===== config.mk =====
export PLATFORM = sky130hd
export DESIGN_NAME = piso_serializer_flat
export DESIGN_NICKNAME = d
export VERILOG_FILES = /design/src/rtl/seq_pkg.sv /design/src/rtl/piso_serializer_if.sv /design/src/rtl/piso_serializer_shift_reg.sv /design/src/rtl/piso_serializer.sv /design/src/flat_wrapper.sv
export SDC_FILE = /design/constraint.sdc
export NUM_CORES = 1
export LEC_CHECK = 0
export ABC_AREA = 1
export CORE_MARGIN = 2
export CORE_UTILIZATION = 49
export CTS_BUF_LIST = sky130_fd_sc_hd__clkbuf_4 sky130_fd_sc_hd__clkbuf_8
export DETAILED_ROUTE_END_ITERATION = 10
export PLACE_DENSITY_LB_ADDON = 0.15
export SLEW_MARGIN = 40
export SYNTH_ARGS = -nofsm -noshare
export SYNTH_HDL_FRONTEND = slang
export SYNTH_SLANG_ARGS = --single-unit

===== constraint.sdc =====
create_clock -name clk -period 1.5 [get_ports clk]
set_clock_uncertainty 0.15 [all_clocks]
set_input_delay 0.375 -clock clk [delete_from_list [all_inputs] [get_ports clk]]
set_output_delay 0.375 -clock clk [all_outputs]
set_load 0.02 [all_outputs]

===== src/rtl/seq_pkg.sv =====
`default_nettype none
// ============================================================================
// Module  : seq_pkg
// Brief   : Shared serializer FSM state encoding and the detector pattern.
// Revision: 1.0  initial release
// ============================================================================
package seq_pkg;

    typedef enum logic [1:0] {
        ST_IDLE   = 2'd0,
        ST_SHIFT  = 2'd1,
        ST_PARITY = 2'd2
    } state_t;

    localparam logic [3:0] SEQ_PATTERN = 4'b1101;

endpackage : seq_pkg
`default_nettype wire


===== src/rtl/piso_serializer_if.sv =====
`default_nettype none
// ============================================================================
// Module  : piso_serializer_if
// Brief   : Word handshake plus serial output bundle of the PISO serializer.
// Revision: 1.0  initial release
// ============================================================================
interface piso_serializer_if #(
    parameter int WIDTH = 8
) ();

    logic [WIDTH-1:0] din;
    logic             din_valid;
    logic             din_ready;
    logic             x;
    logic             x_valid;
    logic             busy;
    logic             frame_done;

    modport master (
        output din, din_valid,
        input  din_ready, x, x_valid, busy, frame_done
    );

    modport slave (
        input  din, din_valid,
        output din_ready, x, x_valid, busy, frame_done
    );

endinterface : piso_serializer_if
`default_nettype wire


===== src/rtl/piso_serializer_shift_reg.sv =====
`default_nettype none
// ============================================================================
// Module  : piso_shift_reg
// Brief   : Loadable shift register presenting the next serial bit, MSB or LSB first.
// Revision: 1.0  initial release
// ============================================================================
module piso_shift_reg #(
    parameter int WIDTH     = 8,
    parameter bit MSB_FIRST = 1'b1
) (
    input  wire logic             clk,
    input  wire logic             rstn,
    input  wire logic             i_load,
    input  wire logic             i_shift,
    input  wire logic [WIDTH-1:0] i_din,
    output logic                  o_bit
);

    logic [WIDTH-1:0] r_sreg;
    logic [WIDTH-1:0] w_shifted;

    generate
        if (MSB_FIRST) begin : g_msb
            assign w_shifted = {r_sreg[WIDTH-2:0], 1'b0};
            assign o_bit     = r_sreg[WIDTH-1];
        end else begin : g_lsb
            assign w_shifted = {1'b0, r_sreg[WIDTH-1:1]};
            assign o_bit     = r_sreg[0];
        end
    endgenerate

    always_ff @(posedge clk) begin
        if (!rstn) begin
            r_sreg <= '0;
        end else if (i_load) begin
            r_sreg <= i_din;
        end else if (i_shift) begin
            r_sreg <= w_shifted;
        end
    end

endmodule : piso_shift_reg
`default_nettype wire


===== src/rtl/piso_serializer.sv =====
`default_nettype none
// ============================================================================
// Module  : piso_serializer
// Brief   : Parallel-in/serial-out stage streaming words bit-by-bit to the 1101
//           detector. Optional even-parity bit enabled by macro PISO_PARITY_EN.
// Revision: 1.0  initial release
// ============================================================================
module piso_serializer
    import seq_pkg::*;
#(
    parameter int WIDTH      = 8,
    parameter bit MSB_FIRST  = 1'b1,
    parameter bit IDLE_LEVEL = 1'b0
) (
    input  wire logic         clk,
    input  wire logic         rstn,
    piso_serializer_if.slave  bus
);

    localparam int              CNT_W  = $clog2(WIDTH + 1);
    localparam logic [CNT_W-1:0] c_LAST = CNT_W'(WIDTH - 1);
    localparam logic [CNT_W-1:0] c_ONE  = CNT_W'(1);

    state_t           r_state;
    state_t           w_state_nxt;
    logic [CNT_W-1:0] r_cnt;
    logic [CNT_W-1:0] w_cnt_nxt;
    logic             w_load;
    logic             w_shift;
    logic             w_last;
    logic             w_ready;
    logic             w_accept;
    logic             w_data_bit;

    piso_shift_reg #(
        .WIDTH     (WIDTH),
        .MSB_FIRST (MSB_FIRST)
    ) u_shift_reg (
        .clk     (clk),
        .rstn    (rstn),
        .i_load  (w_load),
        .i_shift (w_shift),
        .i_din   (bus.din),
        .o_bit   (w_data_bit)
    );

`ifdef PISO_PARITY_EN
    logic r_par;

    // Parity is taken from the word at accept so later din changes cannot leak in.
    always_ff @(posedge clk) begin
        if (!rstn) begin
            r_par <= 1'b0;
        end else if (w_load) begin
            r_par <= ^bus.din;
        end
    end

    assign w_last = (r_state == ST_PARITY);
    assign bus.x  = (r_state == ST_IDLE)   ? IDLE_LEVEL :
                    (r_state == ST_PARITY) ? r_par      : w_data_bit;
`else
    assign w_last = (r_state == ST_SHIFT) && (r_cnt == c_LAST);
    assign bus.x  = (r_state == ST_IDLE) ? IDLE_LEVEL : w_data_bit;
`endif

    assign w_ready  = (r_state == ST_IDLE) || w_last;
    assign w_accept = bus.din_valid && w_ready;

    always_ff @(posedge clk) begin
        if (!rstn) begin
            r_state <= ST_IDLE;
            r_cnt   <= '0;
        end else begin
            r_state <= w_state_nxt;
            r_cnt   <= w_cnt_nxt;
        end
    end

    always_comb begin
        w_state_nxt = r_state;
        w_cnt_nxt   = r_cnt;
        w_load      = 1'b0;
        w_shift     = 1'b0;
        case (r_state)
            ST_IDLE: begin
                if (w_accept) begin
                    w_state_nxt = ST_SHIFT;
                    w_cnt_nxt   = '0;
                    w_load      = 1'b1;
                end
            end
            ST_SHIFT: begin
                if (r_cnt != c_LAST) begin
                    w_cnt_nxt = r_cnt + c_ONE;
                    w_shift   = 1'b1;
                end else begin
                    w_cnt_nxt = '0;
`ifdef PISO_PARITY_EN
                    w_state_nxt = ST_PARITY;
`else
                    // Accepting in the last bit cycle chains frames without a bubble.
                    w_state_nxt = w_accept ? ST_SHIFT : ST_IDLE;
                    w_load      = w_accept;
`endif
                end
            end
`ifdef PISO_PARITY_EN
            ST_PARITY: begin
                w_cnt_nxt   = '0;
                w_state_nxt = w_accept ? ST_SHIFT : ST_IDLE;
                w_load      = w_accept;
            end
`endif
            default: begin
                w_state_nxt = ST_IDLE;
                w_cnt_nxt   = '0;
            end
        endcase
    end

    assign bus.din_ready  = w_ready;
    assign bus.busy       = (r_state != ST_IDLE);
    assign bus.x_valid    = (r_state != ST_IDLE);
    assign bus.frame_done = w_last;

endmodule : piso_serializer
`default_nettype wire


===== src/flat_wrapper.sv =====
// flat-port wrapper written by rule: the top's interface ports become plain ports
module piso_serializer_flat import seq_pkg::*;
#(
    parameter int WIDTH      = 8,
    parameter bit MSB_FIRST  = 1'b1,
    parameter bit IDLE_LEVEL = 1'b0
)
  (clk, rstn, bus_din, bus_din_valid, bus_din_ready, bus_x, bus_x_valid, bus_busy, bus_frame_done);
  piso_serializer_if #(.WIDTH(WIDTH)) bus_i ();
  input  wire logic clk;
  input  wire logic rstn;
  input wire logic [$bits(bus_i.din)-1:0] bus_din;
  input wire logic [$bits(bus_i.din_valid)-1:0] bus_din_valid;
  output wire logic [$bits(bus_i.din_ready)-1:0] bus_din_ready;
  output wire logic [$bits(bus_i.x)-1:0] bus_x;
  output wire logic [$bits(bus_i.x_valid)-1:0] bus_x_valid;
  output wire logic [$bits(bus_i.busy)-1:0] bus_busy;
  output wire logic [$bits(bus_i.frame_done)-1:0] bus_frame_done;
  assign bus_i.din = bus_din;
  assign bus_i.din_valid = bus_din_valid;
  assign bus_din_ready = bus_i.din_ready;
  assign bus_x = bus_i.x;
  assign bus_x_valid = bus_i.x_valid;
  assign bus_busy = bus_i.busy;
  assign bus_frame_done = bus_i.frame_done;
  piso_serializer #(.WIDTH(WIDTH), .MSB_FIRST(MSB_FIRST), .IDLE_LEVEL(IDLE_LEVEL)) u_core (.clk(clk), .rstn(rstn), .bus(bus_i));
endmodule

==> run_summary.xml <==
<?xml version="1.0" encoding="UTF-8"?>
<metrics>
  <group name="drt">
    <metric name="mean_routed_wirelength_per_cell" unit="µm">10.8</metric>
    <metric name="dr_total_vias" unit="">704</metric>
    <metric name="wirelength" unit="mm">1.53</metric>
    <metric name="route.antenna.remaining_nets" unit="">0</metric>
    <metric name="detail_route.first_pass.iterations" unit="">4</metric>
    <metric name="detail_route.vias_per_cell" unit="">4.96</metric>
    <metric name="initialDrtViolationCount" unit="">8</metric>
    <metric name="route.detailed.drc" unit="">0</metric>
  </group>
  <group name="timing">
    <metric name="slew_headroom" unit="">0.817</metric>
    <metric name="max_freq" unit="GHz">0.614</metric>
    <metric name="tightestPinTransition" unit="ns">0.273</metric>
    <metric name="grt_setup_unrepaired" unit="">true</metric>
    <metric name="setup_viol" unit="">2</metric>
    <metric name="final_hold_viol_count" unit="">0</metric>
    <metric name="report.final.slew_viol_count" unit="">0</metric>
    <metric name="setup_slack" unit="ns">-0.128</metric>
    <metric name="period_minus_slack" unit="ns">1.63</metric>
    <metric name="final_min_period_over_clock_period" unit="">1.09</metric>
  </group>
  <group name="outcome">
    <metric name="violated_checks" unit="">setup timing</metric>
    <metric name="outcome" unit="">finished, violations left</metric>
  </group>
  <group name="clocking">
    <metric name="clk_path_buf_depth" unit="">2</metric>
    <metric name="clock_tree_from_tritoncts" unit="">yes</metric>
    <metric name="holdBufCountCts" unit="">0</metric>
    <metric name="worstSkewPairLatency" unit="ns">0.27</metric>
    <metric name="cts.sink_count" unit="">13</metric>
    <metric name="clock-root-buffer" unit="">clkbuf_4</metric>
    <metric name="clock_edge_transition_at_the_registers_on_the_reported_setup_and_hold_paths" unit="ns">0.08</metric>
    <metric name="htree_num_levels" unit="">1</metric>
    <metric name="cts_buffer_count" unit="">3</metric>
  </group>
  <group name="layout">
    <metric name="fin_util" unit="">0.774</metric>
    <metric name="multiInputGateArea" unit="µm²">378</metric>
    <metric name="finish.net_count" unit="">140</metric>
    <metric name="final_layout_size_suffix_gt1_frac" unit="">0.283</metric>
    <metric name="ff_latch_area" unit="µm²">264</metric>
    <metric name="final_design_area_no_fill" unit="µm²">995</metric>
    <metric name="flow.area_growth_from_synthesis" unit="%">49.2</metric>
    <metric name="insertedDiodeCount" unit="">0</metric>
    <metric name="final.fill_count" unit="">98</metric>
  </group>
  <group name="grt">
    <metric name="grt_antenna_before_repair" unit="">0</metric>
    <metric name="grt_pass1_vias" unit="">568</metric>
    <metric name="grt_start_max_net_pins" unit="">16</metric>
    <metric name="global_route_usage_sum" unit="">0.208</metric>
    <metric name="grt_pass1_wl" unit="mm">2.27</metric>
    <metric name="overflow" unit="">0</metric>
  </group>
  <group name="synth">
    <metric name="synth-seq-cells" unit="">13</metric>
    <metric name="synth_top_area_share" unit="">0.390</metric>
    <metric name="most_frequently_used_cell_type_in_the_post_synthesis_netlist" unit="">nand2_1</metric>
    <metric name="netlist_area" unit="µm²">667</metric>
    <metric name="ys_dominant_reg_cell" unit="">dfxtp_1</metric>
    <metric name="synth_nets" unit="">108</metric>
    <metric name="post_synth.cell_area_avg" unit="µm²">6.95</metric>
    <metric name="synth_largest_area_cell" unit="">dfxtp_1</metric>
    <metric name="synth_cell_type_count" unit="">14</metric>
    <metric name="async_flop_share" unit="">0</metric>
    <metric name="synth_top_cells_by_count" unit="">nand2_1 (27), nand3_1 (22), dfxtp_1 (13)</metric>
    <metric name="count_of_flip_flops_with_a_built_in_enable_after_synthesis" unit="">0</metric>
    <metric name="synth.yosys.warnings" unit="">0</metric>
    <metric name="seq_area_frac_synth" unit="">0.390</metric>
    <metric name="syn-instance-count" unit="">96</metric>
    <metric name="post_synth_main_area_contributors" unit="">dfxtp_1 (39%), nand3_1 (17%), nand2_1 (15%)</metric>
  </group>
  <group name="worst_setup_path">
    <metric name="path_max_fanout" unit="">2</metric>
    <metric name="crit_required" unit="ns">0.97</metric>
    <metric name="worst_ep_arrival_time" unit="ns">1.10</metric>
    <metric name="endpoint_kind" unit="">primary output</metric>
    <metric name="end_point_of_the_critical_path" unit="">bus_frame_done</metric>
    <metric name="rr_worst_depth" unit="">9</metric>
    <metric name="critical_path_class" unit="">flop to primary output</metric>
    <metric name="reg2reg_slack" unit="ns">0.06</metric>
    <metric name="rr_endpoint" unit="">u_core.u_shift_reg.r_sreg[7]</metric>
    <metric name="cp-start-kind" unit="">flop</metric>
    <metric name="worst_setup_path_startpoint" unit="">u_core.r_cnt[1]</metric>
    <metric name="critical_path.reg2reg.startpoint" unit="">u_core.r_cnt[1]</metric>
  </group>
  <group name="die">
    <metric name="die_height" unit="µm">40.9</metric>
    <metric name="io_pins" unit="">16</metric>
    <metric name="core_box_area" unit="µm²">1280</metric>
    <metric name="chipWidth" unit="µm">40.9</metric>
    <metric name="initial_utilization" unit="">0.519</metric>
    <metric name="dieArea" unit="µm²">1670</metric>
    <metric name="std_cell_rows" unit="">13</metric>
  </group>
  <group name="power">
    <metric name="power_density" unit="nW/µm²">773</metric>
    <metric name="vdd.ir_drop.worst" unit="mV">0.715</metric>
    <metric name="p_leak" unit="nW">0.499</metric>
  </group>
  <group name="placed_design">
    <metric name="place_area" unit="µm²">916</metric>
    <metric name="io_buffers" unit="">15</metric>
    <metric name="hpwlAfterDp" unit="mm">1.11</metric>
    <metric name="gpl_wtd_cong" unit="">0.708</metric>
    <metric name="detailedPlace.worstSlack" unit="ns">-0.315</metric>
  </group>
  <group name="min_path">
    <metric name="holdCritPathClass" unit="">flop to flop</metric>
  </group>
  <group name="flow_run">
    <metric name="drv.max_cap_violation_count" unit="">0</metric>
  </group>
</metrics>
==> area by class of cell <==
class                           count  area share
Tap cell                           15      0.0189
Multi-Input combinational cell     68       0.380
Inverter                           11      0.0415
Timing Repair Buffer               31       0.264
Clock buffer                        4      0.0302
Sequential cell                    13       0.265
==> layout by cell type, fill, tap and decap left out, types with 3 or more instances in the layout <==
cell / count
a21oi_1: 4
dfxtp_2: 3
nor2_1: 5
nor2_4: 5
nand2_1: 26
clkdlybuf4s50_1: 10
inv_1: 11
buf_4: 16
clkbuf_4: 4
dfxtp_1: 10
nand3_1: 22
==> repair_timing <==
item / 4_1_cts / 5_1_grt
pin swaps: 6 / 5
endpoints found under the setup margin: 6 / 5
buffers inserted: 2 / 0
resized for setup: 30 / 4
==> flip-flops by register name (all words and copies together) (netlist names) <==
name / cells
u_core.u_shift_reg.r_sreg: 8
u_core.r_state: 1
u_core.r_cnt: 4
==> critical path, cell delays in order, from the launching register on <==
cell	delay, ns
dfxtp_2	0.36
ha_4	0.16
nand3_4	0.10
nor2_4	0.09
buf_6	0.12
==> metal layers <==
layer,up-vias,track usage,share of wire
li1,367,-,-
met1,308,0.250,0.45
met2,25,0.355,0.48
met3,4,0.0326,0.047
met4,0,0.100,0.016
met5,-,0,0
==> how the worst min path moves through the flow <==
stage	startpoint	to	slack [ns]	cells past startpoint
after floorplan	u_core.u_shift_reg.r_sreg[7]	u_core.u_shift_reg.r_sreg[7]	0.30	2
after global placement	u_core.u_shift_reg.r_sreg[7]	u_core.u_shift_reg.r_sreg[7]	0.31	2
after detailed placement	u_core.u_shift_reg.r_sreg[7]	u_core.u_shift_reg.r_sreg[7]	0.32	2
after CTS	u_core.u_shift_reg.r_sreg[7]	u_core.u_shift_reg.r_sreg[7]	0.33	2
after global routing	u_core.u_shift_reg.r_sreg[7]	u_core.u_shift_reg.r_sreg[7]	0.34	2
final	u_core.u_shift_reg.r_sreg[7]	u_core.u_shift_reg.r_sreg[7]	0.33	2
==> kinds of logic after synthesis <==
family / Yosys count / share of synthesized area
AOI/OAI and AO/OA: 6 / 0.0450
adders and majority gates: 1 / 0.0188
DFF: 13 / 0.390
and+or+nand+nor: 61 / 0.432
buffers and inverters: 15 / 0.114
==> metrics by stage <==
stage / setup TNS [ns] / hold slack, ns / power, mW / instances
finish: -0.243 / 0.330 / 0.769 / 142
global route: -0.321 / 0.341 / 0.799 / 142
CTS: -0.227 / 0.331 / 0.771 / 142
floorplan: 0 / 0.297 / 0.464 / 96
detailed placement: -2.24 / 0.317 / 0.533 / 137
global placement: -2.13 / 0.313 / 0.530 / 137
==> power by group <==
part / switching, mW / internal (mW) / leakage (nW)
Combinational: 0.0769 / 0.0783 / 0.373
Sequential: 0.0108 / 0.363 / 0.107
Clock: 0.118 / 0.121 / 0.0184
Total: 0.206 / 0.563 / 0.499
Note: power is estimated with default switching activity, not from simulation.
